$ cat src/rtl/axi4_pkg.sv
// AXI4 field widths and per-channel payload widths shared by the slice and its interfaces.
package axi4;

  localparam int AXI4_BURST_W = 2;
  localparam int AXI4_CACHE_W = 4;
  localparam int AXI4_LEN_W   = 8;
  localparam int AXI4_LOCK_W  = 1;
  localparam int AXI4_PROT_W  = 3;
  localparam int AXI4_QOS_W   = 4;
  localparam int AXI4_SIZE_W  = 3;
  localparam int AXI4_RESP_W  = 2;

  function automatic int axi4_ar_payload_width(input int addr_w, input int user_w, input int id_w);
    return id_w + addr_w + AXI4_LEN_W + AXI4_SIZE_W + AXI4_BURST_W + AXI4_LOCK_W
         + AXI4_CACHE_W + AXI4_PROT_W + AXI4_QOS_W + user_w;
  endfunction

  function automatic int axi4_aw_payload_width(input int addr_w, input int user_w, input int id_w);
    return axi4_ar_payload_width(addr_w, user_w, id_w);
  endfunction

  function automatic int axi4_w_payload_width(input int data_w);
    return data_w + data_w / 8 + 1;
  endfunction

  function automatic int axi4_r_payload_width(input int data_w, input int id_w);
    return id_w + data_w + AXI4_RESP_W + 1;
  endfunction

  function automatic int axi4_b_payload_width(input int id_w);
    return id_w + AXI4_RESP_W;
  endfunction

endpackage

$ cat src/rtl/axi4_intf.sv
// AXI4 channel interfaces; "in" is the receiving side of a channel, "out" the sending side.
interface axi4_ar_intf #(
  parameter int ADDR_WIDTH = 32,
  parameter int USER_WIDTH = 1,
  parameter int ID_WIDTH   = 1
);
  import axi4::*;
  logic [ID_WIDTH-1:0]     arid;
  logic [ADDR_WIDTH-1:0]   araddr;
  logic [AXI4_LEN_W-1:0]   arlen;
  logic [AXI4_SIZE_W-1:0]  arsize;
  logic [AXI4_BURST_W-1:0] arburst;
  logic [AXI4_LOCK_W-1:0]  arlock;
  logic [AXI4_CACHE_W-1:0] arcache;
  logic [AXI4_PROT_W-1:0]  arprot;
  logic [AXI4_QOS_W-1:0]   arqos;
  logic [USER_WIDTH-1:0]   aruser;
  logic                    arvalid;
  logic                    arready;
  modport in  (input  arid, araddr, arlen, arsize, arburst, arlock, arcache, arprot, arqos, aruser, arvalid,
               output arready);
  modport out (output arid, araddr, arlen, arsize, arburst, arlock, arcache, arprot, arqos, aruser, arvalid,
               input  arready);
endinterface

interface axi4_aw_intf #(
  parameter int ADDR_WIDTH = 32,
  parameter int USER_WIDTH = 1,
  parameter int ID_WIDTH   = 1
);
  import axi4::*;
  logic [ID_WIDTH-1:0]     awid;
  logic [ADDR_WIDTH-1:0]   awaddr;
  logic [AXI4_LEN_W-1:0]   awlen;
  logic [AXI4_SIZE_W-1:0]  awsize;
  logic [AXI4_BURST_W-1:0] awburst;
  logic [AXI4_LOCK_W-1:0]  awlock;
  logic [AXI4_CACHE_W-1:0] awcache;
  logic [AXI4_PROT_W-1:0]  awprot;
  logic [AXI4_QOS_W-1:0]   awqos;
  logic [USER_WIDTH-1:0]   awuser;
  logic                    awvalid;
  logic                    awready;
  modport in  (input  awid, awaddr, awlen, awsize, awburst, awlock, awcache, awprot, awqos, awuser, awvalid,
               output awready);
  modport out (output awid, awaddr, awlen, awsize, awburst, awlock, awcache, awprot, awqos, awuser, awvalid,
               input  awready);
endinterface

interface axi4_w_intf #(
  parameter int DATA_WIDTH = 32
);
  logic [DATA_WIDTH-1:0]   wdata;
  logic [DATA_WIDTH/8-1:0] wstrb;
  logic                    wlast;
  logic                    wvalid;
  logic                    wready;
  modport in  (input  wdata, wstrb, wlast, wvalid, output wready);
  modport out (output wdata, wstrb, wlast, wvalid, input  wready);
endinterface

interface axi4_r_intf #(
  parameter int DATA_WIDTH = 32,
  parameter int ID_WIDTH   = 1
);
  import axi4::*;
  logic [ID_WIDTH-1:0]    rid;
  logic [DATA_WIDTH-1:0]  rdata;
  logic [AXI4_RESP_W-1:0] rresp;
  logic                   rlast;
  logic                   rvalid;
  logic                   rready;
  modport in  (input  rid, rdata, rresp, rlast, rvalid, output rready);
  modport out (output rid, rdata, rresp, rlast, rvalid, input  rready);
endinterface

interface axi4_b_intf #(
  parameter int ID_WIDTH = 1
);
  import axi4::*;
  logic [ID_WIDTH-1:0]    bid;
  logic [AXI4_RESP_W-1:0] bresp;
  logic                   bvalid;
  logic                   bready;
  modport in  (input  bid, bresp, bvalid, output bready);
  modport out (output bid, bresp, bvalid, input  bready);
endinterface

$ cat src/rtl/axi4_slice_stage.sv
// Valid/ready buffer: DEPTH 0 = wire, 1 = half-rate register, >=2 = circular FIFO; 1-cycle latency when buffered.
// Backpressure: in_rdy is derived from registered state only, so ready never chains combinationally.
module axi4_slice_stage #(
  parameter int WIDTH = 8,
  parameter int DEPTH = 2
) (
  input  logic             clk,
  input  logic             rst,
  input  logic             in_vld,
  output logic             in_rdy,
  input  logic [WIDTH-1:0] in_dat,
  output logic             out_vld,
  input  logic             out_rdy,
  output logic [WIDTH-1:0] out_dat,
  output logic             empty
);

  if (DEPTH == 0) begin : g_wire
    logic unused_clk_rst;
    assign unused_clk_rst = clk ^ rst;
    assign out_vld = in_vld;
    assign in_rdy  = out_rdy;
    assign out_dat = in_dat;
    assign empty   = 1'b1;
  end else if (DEPTH == 1) begin : g_reg
    logic             full;
    logic [WIDTH-1:0] data;
    assign in_rdy  = !full;
    assign out_vld = full;
    assign out_dat = data;
    assign empty   = !full;

    // Push and pop can never coincide: a full register refuses new beats.
    always_ff @(posedge clk or negedge rst) begin
      if (!rst)                  full <= 1'b0;
      else if (in_vld && !full)  full <= 1'b1;
      else if (out_rdy && full)  full <= 1'b0;
    end

    always_ff @(posedge clk) begin
      if (in_vld && !full) data <= in_dat;
    end
  end else begin : g_fifo
    localparam int PTR_W = $clog2(DEPTH);
    localparam int CNT_W = $clog2(DEPTH + 1);
    localparam logic [PTR_W-1:0] LAST_PTR = PTR_W'(DEPTH - 1);
    localparam logic [CNT_W-1:0] FULL_CNT = CNT_W'(DEPTH);

    logic [WIDTH-1:0] mem [DEPTH];
    logic [PTR_W-1:0] rd_ptr, wr_ptr;
    logic [CNT_W-1:0] count;
    logic             push, pop;

    assign in_rdy  = (count != FULL_CNT);
    assign out_vld = (count != '0);
    assign empty   = (count == '0);
    assign push    = in_vld && in_rdy;
    assign pop     = out_vld && out_rdy;
    assign out_dat = mem[rd_ptr];

    always_ff @(posedge clk or negedge rst) begin
      if (!rst) begin
        rd_ptr <= '0;
        wr_ptr <= '0;
        count  <= '0;
      end else begin
        if (push) wr_ptr <= (wr_ptr == LAST_PTR) ? '0 : wr_ptr + PTR_W'(1);
        if (pop)  rd_ptr <= (rd_ptr == LAST_PTR) ? '0 : rd_ptr + PTR_W'(1);
        if (push && !pop)      count <= count + CNT_W'(1);
        else if (pop && !push) count <= count - CNT_W'(1);
      end
    end

    always_ff @(posedge clk) begin
      if (push) mem[wr_ptr] <= in_dat;
    end
  end

endmodule

$ cat src/rtl/axi4_slice.sv
// Five-channel AXI4 buffer, each channel independently a wire, half-rate register or FIFO; payloads opaque.
// Buffered channels add one cycle of latency and push back upstream only from registered state.
module axi4_slice
  import axi4::*;
#(
  parameter int ADDR_WIDTH = 32,
  parameter int DATA_WIDTH = 32,
  parameter int USER_WIDTH = 1,
  parameter int ID_WIDTH   = 1,
  parameter int AR_DEPTH   = 2,
  parameter int AW_DEPTH   = 2,
  parameter int W_DEPTH    = 2,
  parameter int R_DEPTH    = 2,
  parameter int B_DEPTH    = 2
) (
  input  logic      clk,
  input  logic      rst,
  axi4_ar_intf.in   s_ar,
  axi4_aw_intf.in   s_aw,
  axi4_w_intf.in    s_w,
  axi4_r_intf.out   s_r,
  axi4_b_intf.out   s_b,
  axi4_ar_intf.out  m_ar,
  axi4_aw_intf.out  m_aw,
  axi4_w_intf.out   m_w,
  axi4_r_intf.in    m_r,
  axi4_b_intf.in    m_b,
  output logic      idle
);

  localparam int AR_W = axi4_ar_payload_width(ADDR_WIDTH, USER_WIDTH, ID_WIDTH);
  localparam int AW_W = axi4_aw_payload_width(ADDR_WIDTH, USER_WIDTH, ID_WIDTH);
  localparam int W_W  = axi4_w_payload_width(DATA_WIDTH);
  localparam int R_W  = axi4_r_payload_width(DATA_WIDTH, ID_WIDTH);
  localparam int B_W  = axi4_b_payload_width(ID_WIDTH);

  logic [AR_W-1:0] ar_in, ar_out;
  logic [AW_W-1:0] aw_in, aw_out;
  logic [W_W-1:0]  w_in,  w_out;
  logic [R_W-1:0]  r_in,  r_out;
  logic [B_W-1:0]  b_in,  b_out;
  logic            ar_empty, aw_empty, w_empty, r_empty, b_empty;

  assign ar_in = {s_ar.arid, s_ar.araddr, s_ar.arlen, s_ar.arsize, s_ar.arburst,
                  s_ar.arlock, s_ar.arcache, s_ar.arprot, s_ar.arqos, s_ar.aruser};
  assign {m_ar.arid, m_ar.araddr, m_ar.arlen, m_ar.arsize, m_ar.arburst,
          m_ar.arlock, m_ar.arcache, m_ar.arprot, m_ar.arqos, m_ar.aruser} = ar_out;

  assign aw_in = {s_aw.awid, s_aw.awaddr, s_aw.awlen, s_aw.awsize, s_aw.awburst,
                  s_aw.awlock, s_aw.awcache, s_aw.awprot, s_aw.awqos, s_aw.awuser};
  assign {m_aw.awid, m_aw.awaddr, m_aw.awlen, m_aw.awsize, m_aw.awburst,
          m_aw.awlock, m_aw.awcache, m_aw.awprot, m_aw.awqos, m_aw.awuser} = aw_out;

  assign w_in = {s_w.wdata, s_w.wstrb, s_w.wlast};
  assign {m_w.wdata, m_w.wstrb, m_w.wlast} = w_out;

  // R and B flow back from the subordinate towards the manager.
  assign r_in = {m_r.rid, m_r.rdata, m_r.rresp, m_r.rlast};
  assign {s_r.rid, s_r.rdata, s_r.rresp, s_r.rlast} = r_out;

  assign b_in = {m_b.bid, m_b.bresp};
  assign {s_b.bid, s_b.bresp} = b_out;

  axi4_slice_stage #(.WIDTH(AR_W), .DEPTH(AR_DEPTH)) u_ar (
    .clk(clk), .rst(rst),
    .in_vld(s_ar.arvalid), .in_rdy(s_ar.arready), .in_dat(ar_in),
    .out_vld(m_ar.arvalid), .out_rdy(m_ar.arready), .out_dat(ar_out), .empty(ar_empty));

  axi4_slice_stage #(.WIDTH(AW_W), .DEPTH(AW_DEPTH)) u_aw (
    .clk(clk), .rst(rst),
    .in_vld(s_aw.awvalid), .in_rdy(s_aw.awready), .in_dat(aw_in),
    .out_vld(m_aw.awvalid), .out_rdy(m_aw.awready), .out_dat(aw_out), .empty(aw_empty));

  axi4_slice_stage #(.WIDTH(W_W), .DEPTH(W_DEPTH)) u_w (
    .clk(clk), .rst(rst),
    .in_vld(s_w.wvalid), .in_rdy(s_w.wready), .in_dat(w_in),
    .out_vld(m_w.wvalid), .out_rdy(m_w.wready), .out_dat(w_out), .empty(w_empty));

  axi4_slice_stage #(.WIDTH(R_W), .DEPTH(R_DEPTH)) u_r (
    .clk(clk), .rst(rst),
    .in_vld(m_r.rvalid), .in_rdy(m_r.rready), .in_dat(r_in),
    .out_vld(s_r.rvalid), .out_rdy(s_r.rready), .out_dat(r_out), .empty(r_empty));

  axi4_slice_stage #(.WIDTH(B_W), .DEPTH(B_DEPTH)) u_b (
    .clk(clk), .rst(rst),
    .in_vld(m_b.bvalid), .in_rdy(m_b.bready), .in_dat(b_in),
    .out_vld(s_b.bvalid), .out_rdy(s_b.bready), .out_dat(b_out), .empty(b_empty));

  assign idle = ar_empty && aw_empty && w_empty && r_empty && b_empty;

endmodule

$ cat src/flat_wrapper.sv
// flat-port wrapper written by rule: the top's interface ports become plain ports
module axi4_slice_flat import axi4::*;
#(
  parameter int ADDR_WIDTH = 32,
  parameter int DATA_WIDTH = 32,
  parameter int USER_WIDTH = 1,
  parameter int ID_WIDTH   = 1,
  parameter int AR_DEPTH   = 2,
  parameter int AW_DEPTH   = 2,
  parameter int W_DEPTH    = 2,
  parameter int R_DEPTH    = 2,
  parameter int B_DEPTH    = 2
)
  (clk, rst, idle, s_ar_arid, s_ar_araddr, s_ar_arlen, s_ar_arsize, s_ar_arburst, s_ar_arlock, s_ar_arcache, s_ar_arprot, s_ar_arqos, s_ar_aruser, s_ar_arvalid, s_ar_arready, s_aw_awid, s_aw_awaddr, s_aw_awlen, s_aw_awsize, s_aw_awburst, s_aw_awlock, s_aw_awcache, s_aw_awprot, s_aw_awqos, s_aw_awuser, s_aw_awvalid, s_aw_awready, s_w_wdata, s_w_wstrb, s_w_wlast, s_w_wvalid, s_w_wready, s_r_rid, s_r_rdata, s_r_rresp, s_r_rlast, s_r_rvalid, s_r_rready, s_b_bid, s_b_bresp, s_b_bvalid, s_b_bready, m_ar_arid, m_ar_araddr, m_ar_arlen, m_ar_arsize, m_ar_arburst, m_ar_arlock, m_ar_arcache, m_ar_arprot, m_ar_arqos, m_ar_aruser, m_ar_arvalid, m_ar_arready, m_aw_awid, m_aw_awaddr, m_aw_awlen, m_aw_awsize, m_aw_awburst, m_aw_awlock, m_aw_awcache, m_aw_awprot, m_aw_awqos, m_aw_awuser, m_aw_awvalid, m_aw_awready, m_w_wdata, m_w_wstrb, m_w_wlast, m_w_wvalid, m_w_wready, m_r_rid, m_r_rdata, m_r_rresp, m_r_rlast, m_r_rvalid, m_r_rready, m_b_bid, m_b_bresp, m_b_bvalid, m_b_bready);
  axi4_ar_intf #(.ADDR_WIDTH(ADDR_WIDTH), .USER_WIDTH(USER_WIDTH), .ID_WIDTH(ID_WIDTH)) s_ar_i ();
  axi4_aw_intf #(.ADDR_WIDTH(ADDR_WIDTH), .USER_WIDTH(USER_WIDTH), .ID_WIDTH(ID_WIDTH)) s_aw_i ();
  axi4_w_intf #(.DATA_WIDTH(DATA_WIDTH)) s_w_i ();
  axi4_r_intf #(.DATA_WIDTH(DATA_WIDTH), .ID_WIDTH(ID_WIDTH)) s_r_i ();
  axi4_b_intf #(.ID_WIDTH(ID_WIDTH)) s_b_i ();
  axi4_ar_intf #(.ADDR_WIDTH(ADDR_WIDTH), .USER_WIDTH(USER_WIDTH), .ID_WIDTH(ID_WIDTH)) m_ar_i ();
  axi4_aw_intf #(.ADDR_WIDTH(ADDR_WIDTH), .USER_WIDTH(USER_WIDTH), .ID_WIDTH(ID_WIDTH)) m_aw_i ();
  axi4_w_intf #(.DATA_WIDTH(DATA_WIDTH)) m_w_i ();
  axi4_r_intf #(.DATA_WIDTH(DATA_WIDTH), .ID_WIDTH(ID_WIDTH)) m_r_i ();
  axi4_b_intf #(.ID_WIDTH(ID_WIDTH)) m_b_i ();
  input  logic clk;
  input  logic rst;
  output logic idle;
  input wire logic [$bits(s_ar_i.arid)-1:0] s_ar_arid;
  input wire logic [$bits(s_ar_i.araddr)-1:0] s_ar_araddr;
  input wire logic [$bits(s_ar_i.arlen)-1:0] s_ar_arlen;
  input wire logic [$bits(s_ar_i.arsize)-1:0] s_ar_arsize;
  input wire logic [$bits(s_ar_i.arburst)-1:0] s_ar_arburst;
  input wire logic [$bits(s_ar_i.arlock)-1:0] s_ar_arlock;
  input wire logic [$bits(s_ar_i.arcache)-1:0] s_ar_arcache;
  input wire logic [$bits(s_ar_i.arprot)-1:0] s_ar_arprot;
  input wire logic [$bits(s_ar_i.arqos)-1:0] s_ar_arqos;
  input wire logic [$bits(s_ar_i.aruser)-1:0] s_ar_aruser;
  input wire logic [$bits(s_ar_i.arvalid)-1:0] s_ar_arvalid;
  output wire logic [$bits(s_ar_i.arready)-1:0] s_ar_arready;
  input wire logic [$bits(s_aw_i.awid)-1:0] s_aw_awid;
  input wire logic [$bits(s_aw_i.awaddr)-1:0] s_aw_awaddr;
  input wire logic [$bits(s_aw_i.awlen)-1:0] s_aw_awlen;
  input wire logic [$bits(s_aw_i.awsize)-1:0] s_aw_awsize;
  input wire logic [$bits(s_aw_i.awburst)-1:0] s_aw_awburst;
  input wire logic [$bits(s_aw_i.awlock)-1:0] s_aw_awlock;
  input wire logic [$bits(s_aw_i.awcache)-1:0] s_aw_awcache;
  input wire logic [$bits(s_aw_i.awprot)-1:0] s_aw_awprot;
  input wire logic [$bits(s_aw_i.awqos)-1:0] s_aw_awqos;
  input wire logic [$bits(s_aw_i.awuser)-1:0] s_aw_awuser;
  input wire logic [$bits(s_aw_i.awvalid)-1:0] s_aw_awvalid;
  output wire logic [$bits(s_aw_i.awready)-1:0] s_aw_awready;
  input wire logic [$bits(s_w_i.wdata)-1:0] s_w_wdata;
  input wire logic [$bits(s_w_i.wstrb)-1:0] s_w_wstrb;
  input wire logic [$bits(s_w_i.wlast)-1:0] s_w_wlast;
  input wire logic [$bits(s_w_i.wvalid)-1:0] s_w_wvalid;
  output wire logic [$bits(s_w_i.wready)-1:0] s_w_wready;
  output wire logic [$bits(s_r_i.rid)-1:0] s_r_rid;
  output wire logic [$bits(s_r_i.rdata)-1:0] s_r_rdata;
  output wire logic [$bits(s_r_i.rresp)-1:0] s_r_rresp;
  output wire logic [$bits(s_r_i.rlast)-1:0] s_r_rlast;
  output wire logic [$bits(s_r_i.rvalid)-1:0] s_r_rvalid;
  input wire logic [$bits(s_r_i.rready)-1:0] s_r_rready;
  output wire logic [$bits(s_b_i.bid)-1:0] s_b_bid;
  output wire logic [$bits(s_b_i.bresp)-1:0] s_b_bresp;
  output wire logic [$bits(s_b_i.bvalid)-1:0] s_b_bvalid;
  input wire logic [$bits(s_b_i.bready)-1:0] s_b_bready;
  output wire logic [$bits(m_ar_i.arid)-1:0] m_ar_arid;
  output wire logic [$bits(m_ar_i.araddr)-1:0] m_ar_araddr;
  output wire logic [$bits(m_ar_i.arlen)-1:0] m_ar_arlen;
  output wire logic [$bits(m_ar_i.arsize)-1:0] m_ar_arsize;
  output wire logic [$bits(m_ar_i.arburst)-1:0] m_ar_arburst;
  output wire logic [$bits(m_ar_i.arlock)-1:0] m_ar_arlock;
  output wire logic [$bits(m_ar_i.arcache)-1:0] m_ar_arcache;
  output wire logic [$bits(m_ar_i.arprot)-1:0] m_ar_arprot;
  output wire logic [$bits(m_ar_i.arqos)-1:0] m_ar_arqos;
  output wire logic [$bits(m_ar_i.aruser)-1:0] m_ar_aruser;
  output wire logic [$bits(m_ar_i.arvalid)-1:0] m_ar_arvalid;
  input wire logic [$bits(m_ar_i.arready)-1:0] m_ar_arready;
  output wire logic [$bits(m_aw_i.awid)-1:0] m_aw_awid;
  output wire logic [$bits(m_aw_i.awaddr)-1:0] m_aw_awaddr;
  output wire logic [$bits(m_aw_i.awlen)-1:0] m_aw_awlen;
  output wire logic [$bits(m_aw_i.awsize)-1:0] m_aw_awsize;
  output wire logic [$bits(m_aw_i.awburst)-1:0] m_aw_awburst;
  output wire logic [$bits(m_aw_i.awlock)-1:0] m_aw_awlock;
  output wire logic [$bits(m_aw_i.awcache)-1:0] m_aw_awcache;
  output wire logic [$bits(m_aw_i.awprot)-1:0] m_aw_awprot;
  output wire logic [$bits(m_aw_i.awqos)-1:0] m_aw_awqos;
  output wire logic [$bits(m_aw_i.awuser)-1:0] m_aw_awuser;
  output wire logic [$bits(m_aw_i.awvalid)-1:0] m_aw_awvalid;
  input wire logic [$bits(m_aw_i.awready)-1:0] m_aw_awready;
  output wire logic [$bits(m_w_i.wdata)-1:0] m_w_wdata;
  output wire logic [$bits(m_w_i.wstrb)-1:0] m_w_wstrb;
  output wire logic [$bits(m_w_i.wlast)-1:0] m_w_wlast;
  output wire logic [$bits(m_w_i.wvalid)-1:0] m_w_wvalid;
  input wire logic [$bits(m_w_i.wready)-1:0] m_w_wready;
  input wire logic [$bits(m_r_i.rid)-1:0] m_r_rid;
  input wire logic [$bits(m_r_i.rdata)-1:0] m_r_rdata;
  input wire logic [$bits(m_r_i.rresp)-1:0] m_r_rresp;
  input wire logic [$bits(m_r_i.rlast)-1:0] m_r_rlast;
  input wire logic [$bits(m_r_i.rvalid)-1:0] m_r_rvalid;
  output wire logic [$bits(m_r_i.rready)-1:0] m_r_rready;
  input wire logic [$bits(m_b_i.bid)-1:0] m_b_bid;
  input wire logic [$bits(m_b_i.bresp)-1:0] m_b_bresp;
  input wire logic [$bits(m_b_i.bvalid)-1:0] m_b_bvalid;
  output wire logic [$bits(m_b_i.bready)-1:0] m_b_bready;
  assign s_ar_i.arid = s_ar_arid;
  assign s_ar_i.araddr = s_ar_araddr;
  assign s_ar_i.arlen = s_ar_arlen;
  assign s_ar_i.arsize = s_ar_arsize;
  assign s_ar_i.arburst = s_ar_arburst;
  assign s_ar_i.arlock = s_ar_arlock;
  assign s_ar_i.arcache = s_ar_arcache;
  assign s_ar_i.arprot = s_ar_arprot;
  assign s_ar_i.arqos = s_ar_arqos;
  assign s_ar_i.aruser = s_ar_aruser;
  assign s_ar_i.arvalid = s_ar_arvalid;
  assign s_ar_arready = s_ar_i.arready;
  assign s_aw_i.awid = s_aw_awid;
  assign s_aw_i.awaddr = s_aw_awaddr;
  assign s_aw_i.awlen = s_aw_awlen;
  assign s_aw_i.awsize = s_aw_awsize;
  assign s_aw_i.awburst = s_aw_awburst;
  assign s_aw_i.awlock = s_aw_awlock;
  assign s_aw_i.awcache = s_aw_awcache;
  assign s_aw_i.awprot = s_aw_awprot;
  assign s_aw_i.awqos = s_aw_awqos;
  assign s_aw_i.awuser = s_aw_awuser;
  assign s_aw_i.awvalid = s_aw_awvalid;
  assign s_aw_awready = s_aw_i.awready;
  assign s_w_i.wdata = s_w_wdata;
  assign s_w_i.wstrb = s_w_wstrb;
  assign s_w_i.wlast = s_w_wlast;
  assign s_w_i.wvalid = s_w_wvalid;
  assign s_w_wready = s_w_i.wready;
  assign s_r_rid = s_r_i.rid;
  assign s_r_rdata = s_r_i.rdata;
  assign s_r_rresp = s_r_i.rresp;
  assign s_r_rlast = s_r_i.rlast;
  assign s_r_rvalid = s_r_i.rvalid;
  assign s_r_i.rready = s_r_rready;
  assign s_b_bid = s_b_i.bid;
  assign s_b_bresp = s_b_i.bresp;
  assign s_b_bvalid = s_b_i.bvalid;
  assign s_b_i.bready = s_b_bready;
  assign m_ar_arid = m_ar_i.arid;
  assign m_ar_araddr = m_ar_i.araddr;
  assign m_ar_arlen = m_ar_i.arlen;
  assign m_ar_arsize = m_ar_i.arsize;
  assign m_ar_arburst = m_ar_i.arburst;
  assign m_ar_arlock = m_ar_i.arlock;
  assign m_ar_arcache = m_ar_i.arcache;
  assign m_ar_arprot = m_ar_i.arprot;
  assign m_ar_arqos = m_ar_i.arqos;
  assign m_ar_aruser = m_ar_i.aruser;
  assign m_ar_arvalid = m_ar_i.arvalid;
  assign m_ar_i.arready = m_ar_arready;
  assign m_aw_awid = m_aw_i.awid;
  assign m_aw_awaddr = m_aw_i.awaddr;
  assign m_aw_awlen = m_aw_i.awlen;
  assign m_aw_awsize = m_aw_i.awsize;
  assign m_aw_awburst = m_aw_i.awburst;
  assign m_aw_awlock = m_aw_i.awlock;
  assign m_aw_awcache = m_aw_i.awcache;
  assign m_aw_awprot = m_aw_i.awprot;
  assign m_aw_awqos = m_aw_i.awqos;
  assign m_aw_awuser = m_aw_i.awuser;
  assign m_aw_awvalid = m_aw_i.awvalid;
  assign m_aw_i.awready = m_aw_awready;
  assign m_w_wdata = m_w_i.wdata;
  assign m_w_wstrb = m_w_i.wstrb;
  assign m_w_wlast = m_w_i.wlast;
  assign m_w_wvalid = m_w_i.wvalid;
  assign m_w_i.wready = m_w_wready;
  assign m_r_i.rid = m_r_rid;
  assign m_r_i.rdata = m_r_rdata;
  assign m_r_i.rresp = m_r_rresp;
  assign m_r_i.rlast = m_r_rlast;
  assign m_r_i.rvalid = m_r_rvalid;
  assign m_r_rready = m_r_i.rready;
  assign m_b_i.bid = m_b_bid;
  assign m_b_i.bresp = m_b_bresp;
  assign m_b_i.bvalid = m_b_bvalid;
  assign m_b_bready = m_b_i.bready;
  axi4_slice #(.ADDR_WIDTH(ADDR_WIDTH), .DATA_WIDTH(DATA_WIDTH), .USER_WIDTH(USER_WIDTH), .ID_WIDTH(ID_WIDTH), .AR_DEPTH(AR_DEPTH), .AW_DEPTH(AW_DEPTH), .W_DEPTH(W_DEPTH), .R_DEPTH(R_DEPTH), .B_DEPTH(B_DEPTH)) u_core (.clk(clk), .rst(rst), .s_ar(s_ar_i), .s_aw(s_aw_i), .s_w(s_w_i), .s_r(s_r_i), .s_b(s_b_i), .m_ar(m_ar_i), .m_aw(m_aw_i), .m_w(m_w_i), .m_r(m_r_i), .m_b(m_b_i), .idle(idle));
endmodule
$ cat config.mk
export PLATFORM = sky130hd
export DESIGN_NAME = axi4_slice_flat
export DESIGN_NICKNAME = d
export VERILOG_FILES = /design/src/rtl/axi4_pkg.sv /design/src/rtl/axi4_intf.sv /design/src/rtl/axi4_slice_stage.sv /design/src/rtl/axi4_slice.sv /design/src/flat_wrapper.sv
export SDC_FILE = /design/constraint.sdc
export NUM_CORES = 1
export LEC_CHECK = 0
export BUFFER_PORTS_ARGS = -buffer_cell sky130_fd_sc_hd__buf_2
export CAP_MARGIN = 20
export CORE_UTILIZATION = 40
export CTS_CLUSTER_SIZE = 16
export DETAILED_ROUTE_END_ITERATION = 6
export PLACE_DENSITY_LB_ADDON = 0.25
export SLEW_MARGIN = 40
export SYNTH_ARGS = -nofsm -noshare
export SYNTH_HDL_FRONTEND = slang
export SYNTH_HIERARCHICAL = 1
export SYNTH_SLANG_ARGS = --single-unit
$ cat constraint.sdc
create_clock -name clk -period 5.6 [get_ports clk]
set_clock_uncertainty 0.05 [all_clocks]
set_input_delay 0.56 -clock clk [delete_from_list [all_inputs] [get_ports clk]]
set_output_delay 0.56 -clock clk [all_outputs]
set_load 0.02 [all_outputs]
* Word-level counts from Yosys, hierarchy flattened
Memory sizes are Yosys's and may differ from the RTL's.
Index checks and enable logic that the tools add are counted.
** Storage, ports and cells
- Bits in registers :: 20
- Memory bits (writable) :: 388
- Memories :: 5
** Memories
- u_core.u_ar.g_fifo.mem :: depth 2, bits a word 59, read ports 1, clocked after Yosys merged registers in 0, write ports 1, RTL line axi4_slice_stage.sv:49 : logic [WIDTH-1:0] mem [DEPTH];
- u_core.u_aw.g_fifo.mem :: depth 2, bits a word 59, read ports 1, clocked after Yosys merged registers in 0, write ports 1, RTL line axi4_slice_stage.sv:49
- u_core.u_w.g_fifo.mem :: depth 2, bits a word 37, read ports 1, clocked after Yosys merged registers in 0, write ports 1, RTL line axi4_slice_stage.sv:49
- u_core.u_r.g_fifo.mem :: depth 2, bits a word 36, read ports 1, clocked after Yosys merged registers in 0, write ports 1, RTL line axi4_slice_stage.sv:49
- u_core.u_b.g_fifo.mem :: depth 2, bits a word 3, read ports 1, clocked after Yosys merged registers in 0, write ports 1, RTL line axi4_slice_stage.sv:49
** Cells by class
- Add/sub/neg operators :: 20
- Equal/unequal tests :: 5
- Muxes and demuxes :: 30
- Reductions and logical operators :: 49
** Operator list (number)
- $logic_and A1 B1 Y1 :: 24
- $mux W1 :: 20
- $mux W2 :: 10
- $reduce_bool A2 Y1 :: 10
- $add A1 B1 Y1 const B :: 10
- $add A2 B1 Y2 const B :: 5
- $logic_not A1 Y1 :: 10
- $logic_not A2 Y1 :: 5
- $ne A2 B2 Y1 const B :: 5
- $sub A2 B1 Y2 const B :: 5

* Depth between registers and ports, before layout
- Word-level depth :: 6
- Mapped depth :: 7

* Modules after synthesis
The synthesis kept the hierarchy.
** Modules (own cells, without submodules)
- axi4_slice_stage (u_core.u_ar ...) :: times used 2, cells an instance 203, area each 4758.3 µm²
- axi4_slice_stage (u_core.u_w) :: times used 1, cells an instance 134, area each 2950.3 µm²
- axi4_slice_stage (u_core.u_r) :: times used 1, cells an instance 131, area each 2947.8 µm²
- axi4_slice_stage (u_core.u_b) :: times used 1, cells an instance 28, area each 429.2 µm²
- axi4_slice :: times used 1, cells an instance 3, area each 12.5 µm²

* Worst setup path after synthesis
OpenSTA, ideal clock, no wires.
- Kind :: register -> register
- Start :: register u_core.u_ar.g_fifo.count[0]
- End :: memory u_core/u_ar/g_fifo.mem[0][0] (netlist name) (enable)
- Setup time :: 476 ps
- Arrival time :: 3269 ps
- Required time :: 5074 ps
- Slack :: 1805 ps
- Cell stages (with the launch flop) :: 4
- Buffers on the path :: 0
- Period minus slack after synthesis :: 3795 ps
- Cells stage by stage :: dfrtp_1 > nand2b_1 > nand2_1 > nor2_1
** Between the ends
- Cells in the longest elaborated chain, start to end :: 4
** Ends and longest elaborated chain
- start, declared :: RTL line axi4_slice_stage.sv:51 : logic [CNT_W-1:0] count;
- start signal, assigned :: RTL line axi4_slice_stage.sv:69 : if (push && !pop) count <= count + CNT_W'(1);
- start signal, assigned :: RTL line axi4_slice_stage.sv:70 : else if (pop && !push) count <= count - CNT_W'(1);
- $ne A2 B2 Y1 :: RTL line axi4_slice_stage.sv:54 : assign in_rdy = (count != FULL_CNT);
- named net s_ar_arready :: RTL line flat_wrapper.sv:39 : output wire logic [$bits(s_ar_i.arready)-1:0] s_ar_arready;
- $logic_and A1 B1 Y1 :: RTL line axi4_slice_stage.sv:57 : assign push = in_vld && in_rdy;
- $mux W1 :: RTL line axi4_slice_stage.sv:75 : if (push) mem[wr_ptr] <= in_dat;
- $mux W1 (implied by the code) :: RTL line axi4_slice_stage.sv:75
- end, declared :: RTL line axi4_slice_stage.sv:49
The timed path passes the listed nets, and every way through them passes these cells.

* Final worst setup path
- Start :: register u_core.u_ar.g_fifo.rd_ptr
- End :: output port m_ar_araddr[10]
** Between the ends
- Cells in the longest elaborated chain, start to end :: 1
** Ends and longest elaborated chain
- start, declared :: RTL line axi4_slice_stage.sv:50 : logic [PTR_W-1:0] rd_ptr, wr_ptr;
- start signal, assigned :: RTL line axi4_slice_stage.sv:68 : if (pop) rd_ptr <= (rd_ptr == LAST_PTR) ? '0 : rd_ptr + PTR_W'(1);
- $mem_v2 Z2 W59
- end, declared :: RTL line flat_wrapper.sv:68 : output wire logic [$bits(m_ar_i.araddr)-1:0] m_ar_araddr;
Every way passes these cells.

==> out/results.tsv <==
metric	value	unit
power.density	571	mW/mm2
cts_resized	0	
cts_htree_levels	2	
maxCapViolCount	0	
outcome	finished clean	
synth_area	0.0159	mm2
crit_fanout	33	
firstDrtPassIters	4	
die-height	201	um
row_count	72	
r2r_slack	3.41	ns
cts.sinks	408	
drc_errors	0	
cp.required	4.99	ns
drt_iter0_markers	304	
avgRoutedWirePerCell	18.5	um
portBuffers	410	
max_slew_margin	0.524	
critical_path.startpoint	u_core/u_ar/g_fifo.rd_ptr	
via_count	7804	
start_kind	flop	
worstReg2RegEnd	u_core/u_aw/g_fifo.mem[0][10]	
die_area	0.0404	mm2
hold_viol	0	
yosysWarnings	6	
die_w	201	um
wirelength	31600	um
period_needed	3.07	ns
ys_ff_latch	408	
grt_pass1_vias	8290	
min_from	m_r_rdata[13]	
cts_tree	done	
synth_top_area_frac	0.735	
fin_util	0.512	
vdd_drop_max	0.350	mV
grt_usage	0.154	
syn_inst	702	
cts-buffers-inserted	43	
synth_top_cells_by_area	edfxtp_1 (73%), mux2_4 (16%), dfrtp_1 (3.2%), mux2_2 (1.9%), buf_12 (1.9%)	
syn_nets	913	
worst_pin_slew	0.715	ns
yosysTopAreaCell	edfxtp_1	
clk_latency	0.55	ns
rsz0062_at_grt	no	
gr-total-overflow	0	
clk_pin_slew	0.06	ns
coreArea	0.0389	mm2
gp_congestion	0.814	
max_freq	325	MHz
ff2ff_path_depth	4	
crit_path_end	m_ar_araddr[10]	
nNetsFinal	1362	
final_max_slew_viol_count	0	
arrival	2.46	ns
synth_cell_types	21	
synthToLayoutAreaGrowth	25.6	%
ant_nets	0	
grt_max_degree	52	
path_class	reg2out	
reg2reg_from	u_core/u_aw/g_fifo.count[0]	
period_share	0.549	
pin_count	411	
hold_class	in2reg	
cts_root_buf	clkbuf_16	
antenna_found_initial	6	
start_util	0.407	
dp_hpwl	21800	um
final-setup-viol-count	0	
end_kind	output pin	
leakage	8.05	nW
yosysSeqAreaShare	0.766	
grt_pass1_wl	47500	um
final.setup.tns	0	ns
syn-mean-instance-area	22.6	um2
cts_buffer_depth	3	
drive_gt1_frac	0.588	
avgViaCountPerCell	4.57	
==> metal layers <==
metal,track usage,vias up,part of all wire
met5,0,-,0.00051
met3,0.0515,59,0.073
li1,-,3642,-
met4,0.0654,2,0.028
met1,0.178,3843,0.40
met2,0.262,258,0.50
==> per-stage QoR <==
stage / setup slack, ns / power [W] / instances / instance area [um2] / hold slack [ns]
floorplan: 1.81 / 0.00756 / 702 / 15900 / 0.214
global placement: 3.11 / 0.00848 / 1617 / 18300 / 0.424
detailed placement: 3.09 / 0.00858 / 1623 / 18400 / 0.433
CTS: 2.47 / 0.0116 / 1703 / 19900 / 0.102
global route: 2.41 / 0.0119 / 1706 / 19900 / 0.104
finish: 2.53 / 0.0114 / 1708 / 19900 / 0.146
==> worst min path at each step <==
| stage | endpoint | slack [ns] | depth (start not counted) |
|---|---|---|---|
| after floorplan | u_core/u_ar/g_fifo.count[0] | 0.21 | 0 |
| after global placement | u_core/u_aw/g_fifo.count[1] | 0.42 | 1 |
| after detailed placement | u_core/u_ar/g_fifo.count[1] | 0.43 | 1 |
| after CTS | u_core/u_w/g_fifo.mem[0][9] | 0.10 | 1 |
| after global routing | u_core/u_ar/g_fifo.mem[0][31] | 0.10 | 1 |
| final | u_core/u_r/g_fifo.mem[0][16] | 0.15 | 1 |
==> placed cells by master (no fill, tap or decap), drive strengths merged <==
master	instances
buf	425
edfxtp	388
mux2	194
clkbuf	50
dfrtp	20
clkinv	20
xnor2	15
inv	11
nand2	11
nor2	11
xor2	10
bufinv	7
diode	5
ha	5
or2	5
nand2b	5
and3	5
clkinvlp	1
dlygate4sd3	1
nand3	1
==> critical path: stages (launching register included) <==
cell     delay (ns)
dfrtp_4        0.76
buf_4          0.59
mux2_4         0.35
buf_2          0.16
==> cells in the mapped netlist, drive strengths merged <==
cell type and count:
edfxtp 388, mux2 194, buf 22, dfrtp 20
xnor2 15, nand2 11, nor2 11, inv 10
xor2 10, and3 5, ha 5, nand2b 5
or2 5, nand3 1
==> what timing repair did <==
action,CTS,global route
endpoints found under the hold margin,20,0
buffers inserted,0,0
hold buffers,1,0
==> layout make-up <==
| class | instances | area [um2] |
|---|---|---|
| fillers | 3236 | 19000 |
| flip-flops and latches | 408 | 12200 |
| multi-input cells | 262 | 3330 |
| repair buffers | 426 | 2270 |
| clock buffers | 50 | 1140 |
| well taps | 518 | 648 |
| clock inverters | 29 | 324 |
| inverters | 10 | 37.5 |
| diodes | 5 | 12.5 |
==> power by group <==
group | switching [W] | internal [W] | total [W]
Sequential | 0.000305 | 0.00420 | 0.00450
Combinational | 0.00221 | 0.00174 | 0.00395
Clock | 0.00113 | 0.00179 | 0.00292
Total | 0.00365 | 0.00772 | 0.0114
==> cell families (layout without fill, tap and decap cells) <==
kind of cell	Yosys count	after routing	share of synthesized area
and+or+nand+nor	38	38	0.0127
xor gates and xnor gates	25	25	0.0138
adders and majority gates	5	5	0.00395
DFF	408	408	0.766
buffers and inverters	32	515	0.0259
other	0	5	0
muxes	194	194	0.177
==> state kept, by name, indices dropped and copies added (netlist names) <==
register / cells
u_core/u_ar/g_fifo.count: 2
u_core/u_w/g_fifo.count: 2
u_core/u_ar/g_fifo.wr_ptr: 1
u_core/u_ar/g_fifo.rd_ptr: 1
u_core/u_b/g_fifo.mem: 6
u_core/u_r/g_fifo.mem: 72
u_core/u_r/g_fifo.count: 2
u_core/u_aw/g_fifo.rd_ptr: 1
u_core/u_b/g_fifo.rd_ptr: 1
u_core/u_w/g_fifo.mem: 74
u_core/u_ar/g_fifo.mem: 118
u_core/u_b/g_fifo.count: 2
u_core/u_aw/g_fifo.wr_ptr: 1
u_core/u_b/g_fifo.wr_ptr: 1
u_core/u_w/g_fifo.rd_ptr: 1
u_core/u_w/g_fifo.wr_ptr: 1
u_core/u_r/g_fifo.rd_ptr: 1
u_core/u_r/g_fifo.wr_ptr: 1
u_core/u_aw/g_fifo.count: 2
u_core/u_aw/g_fifo.mem: 118
No activity file was read; power rests on OpenSTA's default activity.
